--- src/rtl/bus_timer_responder_if.sv ---
// ---------------------------------------------------------------------------
// bus_timer_responder_if
// CPU data-bus bundle between the CPU-side requester and a memory-mapped
// responder.
//   addr  : byte address driven by the requester
//   we    : write enable, the write is committed on the responder's clock edge
//   wdata : write data
//   rdata : read data, returned combinationally by the responder
// Modports: master (CPU side) and slave (responder side).
// ---------------------------------------------------------------------------
interface bus_timer_responder_if;
    logic [31:0] addr;
    logic        we;
    logic [31:0] wdata;
    logic [31:0] rdata;

    modport master (output addr, output we, output wdata, input rdata);
    modport slave  (input addr, input we, input wdata, output rdata);
endinterface

--- src/rtl/bus_timer_responder.sv ---
// ---------------------------------------------------------------------------
// bus_timer_responder
// Memory-mapped down-counting timer that answers on the CPU data bus inside
// a 32-byte window at BASE_ADDR. The CPU programs the prescale, reload and
// control registers. The block counts down, flags expiry in STATUS and raises
// irq. Reads are zero-latency, so a read presents the pre-edge register values.
// Ports:
//   clk  : system clock, all state changes on posedge
//   rst  : asynchronous active-low reset
//   bus  : slave side of the CPU data bus (addr/we/wdata in, rdata out)
//   irq  : STATUS.expired & CTRL.irq_en
// Register map (word offsets inside the window):
//   0x00 CTRL RW [0]en (reads 1 only while running) [1]auto_reload [2]irq_en
//   0x04 PRESCALE RW, 0x08 LOAD RW, 0x0C COUNT RO, 0x10 STATUS RW1C [0]expired
// ---------------------------------------------------------------------------
module bus_timer_responder #(
    parameter logic [31:0] BASE_ADDR = 32'hFFFF_F020,
    parameter int          CNT_W     = 32,
    parameter int          PRE_W     = 16
) (
    input  logic                 clk,
    input  logic                 rst,
    bus_timer_responder_if.slave bus,
    output logic                 irq
);

    localparam logic [1:0] ST_IDLE = 2'd0;
    localparam logic [1:0] ST_RUN  = 2'd1;
    localparam logic [1:0] ST_DONE = 2'd2;

    localparam logic [2:0] OFF_CTRL     = 3'd0;
    localparam logic [2:0] OFF_PRESCALE = 3'd1;
    localparam logic [2:0] OFF_LOAD     = 3'd2;
    localparam logic [2:0] OFF_COUNT    = 3'd3;
    localparam logic [2:0] OFF_STATUS   = 3'd4;

    localparam logic [CNT_W-1:0] CNT_ONE = {{(CNT_W-1){1'b0}}, 1'b1};
    localparam logic [PRE_W-1:0] PRE_ONE = {{(PRE_W-1){1'b0}}, 1'b1};

    logic [1:0]       state_r;
    logic             ctrl_auto_r;
    logic             ctrl_irq_en_r;
    logic [PRE_W-1:0] prescale_r;
    logic [CNT_W-1:0] load_r;
    logic [CNT_W-1:0] count_r;
    logic [PRE_W-1:0] pre_cnt_r;
    logic             expired_r;

    logic             hit_s;
    logic [2:0]       offset_s;
    logic             wr_s;
    logic             wr_ctrl_s;
    logic             wr_status_s;
    logic             run_s;
    logic             stop_s;
    logic             tick_s;
    logic             expire_s;
    logic [31:0]      prescale_ext_s;
    logic [31:0]      load_ext_s;
    logic [31:0]      count_ext_s;

    assign hit_s       = (bus.addr[31:5] == BASE_ADDR[31:5]);
    assign offset_s    = bus.addr[4:2];
    assign wr_s        = hit_s & bus.we;
    assign wr_ctrl_s   = wr_s & (offset_s == OFF_CTRL);
    assign wr_status_s = wr_s & (offset_s == OFF_STATUS);
    assign run_s       = (state_r == ST_RUN);
    // A stop request wins over a tick in the same cycle, so COUNT and the
    // prescale counter freeze exactly where they were.
    assign stop_s      = run_s & wr_ctrl_s & ~bus.wdata[0];
    // The >= compare keeps a smaller PRESCALE written mid-run from overshooting.
    assign tick_s      = run_s & ~stop_s & (pre_cnt_r >= prescale_r);
    assign expire_s    = tick_s & (count_r == '0);
    assign irq         = expired_r & ctrl_irq_en_r;

    // Software-programmed configuration registers.
    always_ff @(posedge clk or negedge rst) begin
        if (!rst) begin
            ctrl_auto_r   <= 1'b0;
            ctrl_irq_en_r <= 1'b0;
            prescale_r    <= '0;
            load_r        <= '0;
        end else begin
            if (wr_ctrl_s) begin
                ctrl_auto_r   <= bus.wdata[1];
                ctrl_irq_en_r <= bus.wdata[2];
            end else begin
                ctrl_auto_r   <= ctrl_auto_r;
                ctrl_irq_en_r <= ctrl_irq_en_r;
            end
            if (wr_s && (offset_s == OFF_PRESCALE)) begin
                prescale_r <= bus.wdata[PRE_W-1:0];
            end else begin
                prescale_r <= prescale_r;
            end
            if (wr_s && (offset_s == OFF_LOAD)) begin
                load_r <= bus.wdata[CNT_W-1:0];
            end else begin
                load_r <= load_r;
            end
        end
    end

    // Run-state machine with the prescaler and the down counter.
    always_ff @(posedge clk or negedge rst) begin
        if (!rst) begin
            state_r   <= ST_IDLE;
            count_r   <= '0;
            pre_cnt_r <= '0;
        end else begin
            case (state_r)
                ST_IDLE, ST_DONE: begin
                    if (wr_ctrl_s && bus.wdata[0]) begin
                        state_r   <= ST_RUN;
                        count_r   <= load_r;
                        pre_cnt_r <= '0;
                    end else begin
                        state_r <= state_r;
                    end
                end
                ST_RUN: begin
                    if (stop_s) begin
                        state_r <= ST_IDLE;
                    end else if (tick_s) begin
                        pre_cnt_r <= '0;
                        if (count_r != '0) begin
                            count_r <= count_r - CNT_ONE;
                        end else if (ctrl_auto_r) begin
                            count_r <= load_r;
                        end else begin
                            state_r <= ST_DONE;
                        end
                    end else begin
                        pre_cnt_r <= pre_cnt_r + PRE_ONE;
                    end
                end
                default: begin
                    state_r   <= ST_IDLE;
                    count_r   <= '0;
                    pre_cnt_r <= '0;
                end
            endcase
        end
    end

    // Sticky expiry flag; a same-cycle expiry beats a write-1-to-clear.
    always_ff @(posedge clk or negedge rst) begin
        if (!rst) begin
            expired_r <= 1'b0;
        end else if (expire_s) begin
            expired_r <= 1'b1;
        end else if (wr_status_s && bus.wdata[0]) begin
            expired_r <= 1'b0;
        end else begin
            expired_r <= expired_r;
        end
    end

    // Zero-latency read mux with narrow fields zero-extended to 32 bits.
    always_comb begin
        prescale_ext_s                = 32'd0;
        prescale_ext_s[PRE_W-1:0]     = prescale_r;
        load_ext_s                    = 32'd0;
        load_ext_s[CNT_W-1:0]         = load_r;
        count_ext_s                   = 32'd0;
        count_ext_s[CNT_W-1:0]        = count_r;
        bus.rdata                     = 32'd0;
        if (hit_s) begin
            case (offset_s)
                OFF_CTRL:     bus.rdata = {29'd0, ctrl_irq_en_r, ctrl_auto_r, run_s};
                OFF_PRESCALE: bus.rdata = prescale_ext_s;
                OFF_LOAD:     bus.rdata = load_ext_s;
                OFF_COUNT:    bus.rdata = count_ext_s;
                OFF_STATUS:   bus.rdata = {31'd0, expired_r};
                default:      bus.rdata = 32'd0;
            endcase
        end else begin
            bus.rdata = 32'd0;
        end
    end

endmodule

--- src/flat_wrapper.sv ---
// flat-port wrapper written by rule: the top's interface ports become plain ports
module bus_timer_responder_flat 
#(
    parameter logic [31:0] BASE_ADDR = 32'hFFFF_F020,
    parameter int          CNT_W     = 32,
    parameter int          PRE_W     = 16
)
  (clk, rst, irq, bus_addr, bus_we, bus_wdata, bus_rdata);
  bus_timer_responder_if bus_i ();
  input  logic clk;
  input  logic rst;
  output logic irq;
  input wire logic [$bits(bus_i.addr)-1:0] bus_addr;
  input wire logic [$bits(bus_i.we)-1:0] bus_we;
  input wire logic [$bits(bus_i.wdata)-1:0] bus_wdata;
  output wire logic [$bits(bus_i.rdata)-1:0] bus_rdata;
  assign bus_i.addr = bus_addr;
  assign bus_i.we = bus_we;
  assign bus_i.wdata = bus_wdata;
  assign bus_rdata = bus_i.rdata;
  bus_timer_responder #(.BASE_ADDR(BASE_ADDR), .CNT_W(CNT_W), .PRE_W(PRE_W)) u_core (.clk(clk), .rst(rst), .bus(bus_i), .irq(irq));
endmodule
--- config.mk ---
export PLATFORM = sky130hd
export DESIGN_NAME = bus_timer_responder_flat
export DESIGN_NICKNAME = d
export VERILOG_FILES = /design/src/rtl/bus_timer_responder_if.sv /design/src/rtl/bus_timer_responder.sv /design/src/flat_wrapper.sv
export SDC_FILE = /design/constraint.sdc
export NUM_CORES = 1
export LEC_CHECK = 0
export ABC_AREA = 1
export BUFFER_PORTS_ARGS = -buffer_cell sky130_fd_sc_hd__buf_2
export CORE_UTILIZATION = 64
export CTS_CLUSTER_DIAMETER = 150
export DETAILED_ROUTE_END_ITERATION = 10
export MAX_ROUTING_LAYER = met4
export PLACE_DENSITY_LB_ADDON = 0.25
export SYNTH_ARGS = -nofsm -noshare
export SYNTH_HDL_FRONTEND = slang
export SYNTH_SLANG_ARGS = --single-unit
--- constraint.sdc ---
create_clock -name clk -period 5.9 [get_ports clk]
set_clock_uncertainty 0.15 [all_clocks]
set_input_delay 0.295 -clock clk [delete_from_list [all_inputs] [get_ports clk]]
set_output_delay 0.295 -clock clk [all_outputs]
set_load 0.03 [all_outputs]
==> run_results.csv <==
group,metric,value,unit
run_status,run_status,"finished clean",
power,power.density,161,nW/um^2
sta,period_needed,3490,ps
yosys,synthFlopType,"dfrtp_1",
worst_setup_path,startpoint_type,"flop",
yosys,ys_seq_elements,101,
clock_tree,h-tree-depth,3,
yosys,yosysSeqAreaShare,33.7,%
clock_tree,numCtsBuffers,9,
route,ant_nets,0,
sta,fmax,287,MHz
worst_setup_path,rrSetupSlack,2410,ps
route,drt_iter0_drc,715,
worst_setup_path,required,5990,ps
power,power_frac_comb,4.5,%
placement,routabilityCongestion,0.959,
finish,syn2layout_area_growth,10.8,%
global_route,gr-total-overflow,0,
clock_tree,cts-root-buf,"clkbuf_16",
route,vias,7734,
worst_setup_path,path_max_fanout,36,
yosys,synth_cell_types,42,
floorplanning,die_h,110,um
power,switching_share,24.4,%
route,wl,19.8,mm
yosys,syn_area_per_cell,6.46,sq um
power,power_switching,0.325,mW
clock_tree,cts_tree,"yes",
worst_setup_path,rr_startpoint,"u_core.state_r[0]",
power,power,1.33,mW
sta,hold_violations,0,
global_route,grtUsageTotal,35.1,%
floorplanning,die_area,12100,sq um
finish,fin_nets,1315,
yosys,synth.cell_area,7490,sq um
global_route,grt_pass1_vias,6982,
finish,fin_util,72.7,%
worst_setup_path,path_class,"flop to flop",
sta,hold_ws,18.6,ps
clock_tree,hold_buffers,1,
global_route,grt_start_max_net_pins,71,
sta,rsz0062_at_grt,"no",
finish,antennaDiodeCount,0,
route,drc_errors,0,
sta,fin_tns_setup,0,ps
placement,io_buffers,97,
power,intPower,1.01,mW
sta,worst_pin_slew,1200,ps
route,route.detailed.wl_per_inst,14.4,um
power,vdd_ir_drop_max,236,uV
min_path,hold_start,"bus_wdata[19]",
clock_tree,clock_latency,360,ps
finish,drive_gt1_share,13.0,%
worst_setup_path,cp.arrival,3570,ps
clock_tree,cts_setup_buffers,0,
yosys,async_flop_share,100,%
global_route,grt_pass1_wl,32.5,mm
worst_setup_path,worstRegToRegCells,12,
placement,dp_hpwl,14.0,mm
yosys,synth_edf_count,0,
clock_tree,clk_path_buf_depth,2,
floorplanning,row_count,39,
floorplanning,ios,100,
min_path,whs_endpoint,"u_core.load_ext_s[19]",
yosys,ys_warn_count,0,
global_route,antenna_found_initial,0,
floorplanning,core,11400,sq um
power,pwr-share-clk,43.7,%
worst_setup_path,worst_r2r_endpoint,"u_core.count_ext_s[22]",
sta,setup_viol,0,
yosys,syn_inst,1159,
flow_run,cap_violations,0,
clock_tree,cts_resized,0,
sta,finalCritPeriodShare,59.1,%
sta,slew_headroom,19.8,%
clock_tree,numClockSinks,101,
power,seq_power_share,51.8,%
sta,slew_viol_final,0,
route,routed_via_density,5.62,
worst_setup_path,end_kind,"flop",
min_path,hp-class,"input pin to flop",
route,firstDrtPassIters,6,
min_path,whs_path_depth,2,
clock_tree,clkTransAtPathRegs,70,ps
power,power.leakage,4.48,nW
floorplanning,start_util,65.6,%
yosys,synth_nets,1245,
floorplanning,die_w,110,um
-- power by group through the flow --
stage / clock network (mW) / registers, mW / logic [mW]
after floorplan: 0 / 0.706 / 0.0167
after global placement: 0 / 0.705 / 0.0589
after detailed placement: 0 / 0.705 / 0.0602
after CTS: 0.589 / 0.692 / 0.0609
after global routing: 0.614 / 0.691 / 0.0688
final: 0.583 / 0.692 / 0.0599
-- critical path, stage by stage (launching register included) --
cell	delay [ps]
dfrtp_1	400
inv_2	560
nor2_8	240
nand3_2	140
nor2_1	60
nand4_1	90
nand2_1	90
inv_2	110
nand2_4	130
nand2_4	360
nand3_2	670
nand2_1	250
nand2_1	90
-- per-stage QoR --
stage | instance area (sq um) | cells | setup WS, ps
2_1_floorplan | 7490 | 1159 | 3810
3_3_place_gp | 8010 | 1360 | 2640
3_5_place_dp | 8010 | 1360 | 2550
4_1_cts | 8300 | 1377 | 2500
5_1_grt | 8300 | 1377 | 2180
6_report | 8300 | 1377 | 2410
-- Yosys cell counts, drive strengths merged, types with 10 or more instances --
| library cell | instances | area, sq um |
|---|---|---|
| nand2 | 459 | 1740 |
| o21ai | 62 | 310 |
| inv | 131 | 492 |
| nand3b | 10 | 75.1 |
| nand3 | 59 | 305 |
| nor2 | 118 | 494 |
| dfrtp | 101 | 2530 |
| ha | 19 | 238 |
| clkbuf | 29 | 109 |
| a21oi | 23 | 126 |
| a31oi | 13 | 81.3 |
| a22oi | 16 | 120 |
| xor2 | 11 | 96.3 |
| buf | 18 | 115 |
| nand4 | 55 | 350 |
| mux2 | 16 | 180 |
-- worst max-delay path by stage --
stage | start | to | slack (ps) | cells after the start
floorplan | bus_addr[2] | bus_rdata[13] | 3810 | 4
global placement | u_core.state_r[0] | u_core.count_ext_s[14] | 2640 | 12
detailed placement | u_core.state_r[0] | u_core.count_ext_s[19] | 2550 | 12
CTS | u_core.state_r[0] | u_core.count_ext_s[22] | 2500 | 12
global route | u_core.state_r[0] | u_core.count_ext_s[6] | 2180 | 12
finish | u_core.state_r[0] | u_core.count_ext_s[22] | 2410 | 12
-- metal layers --
layer	track usage (%)	routed length, um	vias to the layer above
li1	-	-	3854
met1	44.2	8640	3561
met2	58.8	9580	299
met3	6.70	1440	20
met4	8.27	171	0
met5	-	0	-
-- layout make-up --
type                    instances  area [sq um]
clock buffers                   9           225
clock inverters                 7          61.3
fillers                      1019          3120
inverters                     132           495
multi-input cells             879          4260
flip-flops and latches        101          2530
well taps                     143           179
repair buffers                106           558
-- logic make-up after synthesis --
family	count (synthesis)	share of synthesized area [%]
AND/OR/NAND/NOR	709	40.2
buffers and inverters	179	9.60
flip-flops	101	33.7
XOR/XNOR	13	1.52
multiplexers	16	2.40
AO/OA/AOI/OAI	122	9.35
adder cells (fa/ha/maj)	19	3.17
-- layout by cell type, fill, tap and decap left out, types with 2 or more instances in the layout --
cell type and count:
o21ai_0 58, nor3_2 3, nand4_1 54, buf_2 96
inv_6 3, nand2_1 456, o21ai_1 4, nand3_2 2
nor3_1 3, nor2_4 3, nor2_2 5, nor2_1 109
a41oi_1 2, nand2_4 2, clkbuf_16 9, xor2_1 11
xnor2_1 2, a31oi_1 13, dfrtp_1 101, inv_1 127
buf_4 9, nand3_1 57, nand3b_1 10, inv_2 4
mux2_2 16, inv_8 2, a22oi_1 16, ha_1 19
a21oi_1 22
-- registers in the layout, indices dropped and copies added, names as in the netlist --
| name | cells |
|---|---|
| u_core.pre_cnt_r | 16 |
| u_core.prescale_r | 16 |
| u_core.count_ext_s | 32 |
| u_core.state_r | 2 |
| u_core.ctrl_irq_en_r | 1 |
| u_core.expired_r | 1 |
| u_core.load_ext_s | 32 |
| u_core.ctrl_auto_r | 1 |
Power figures use the tool's default switching activity.
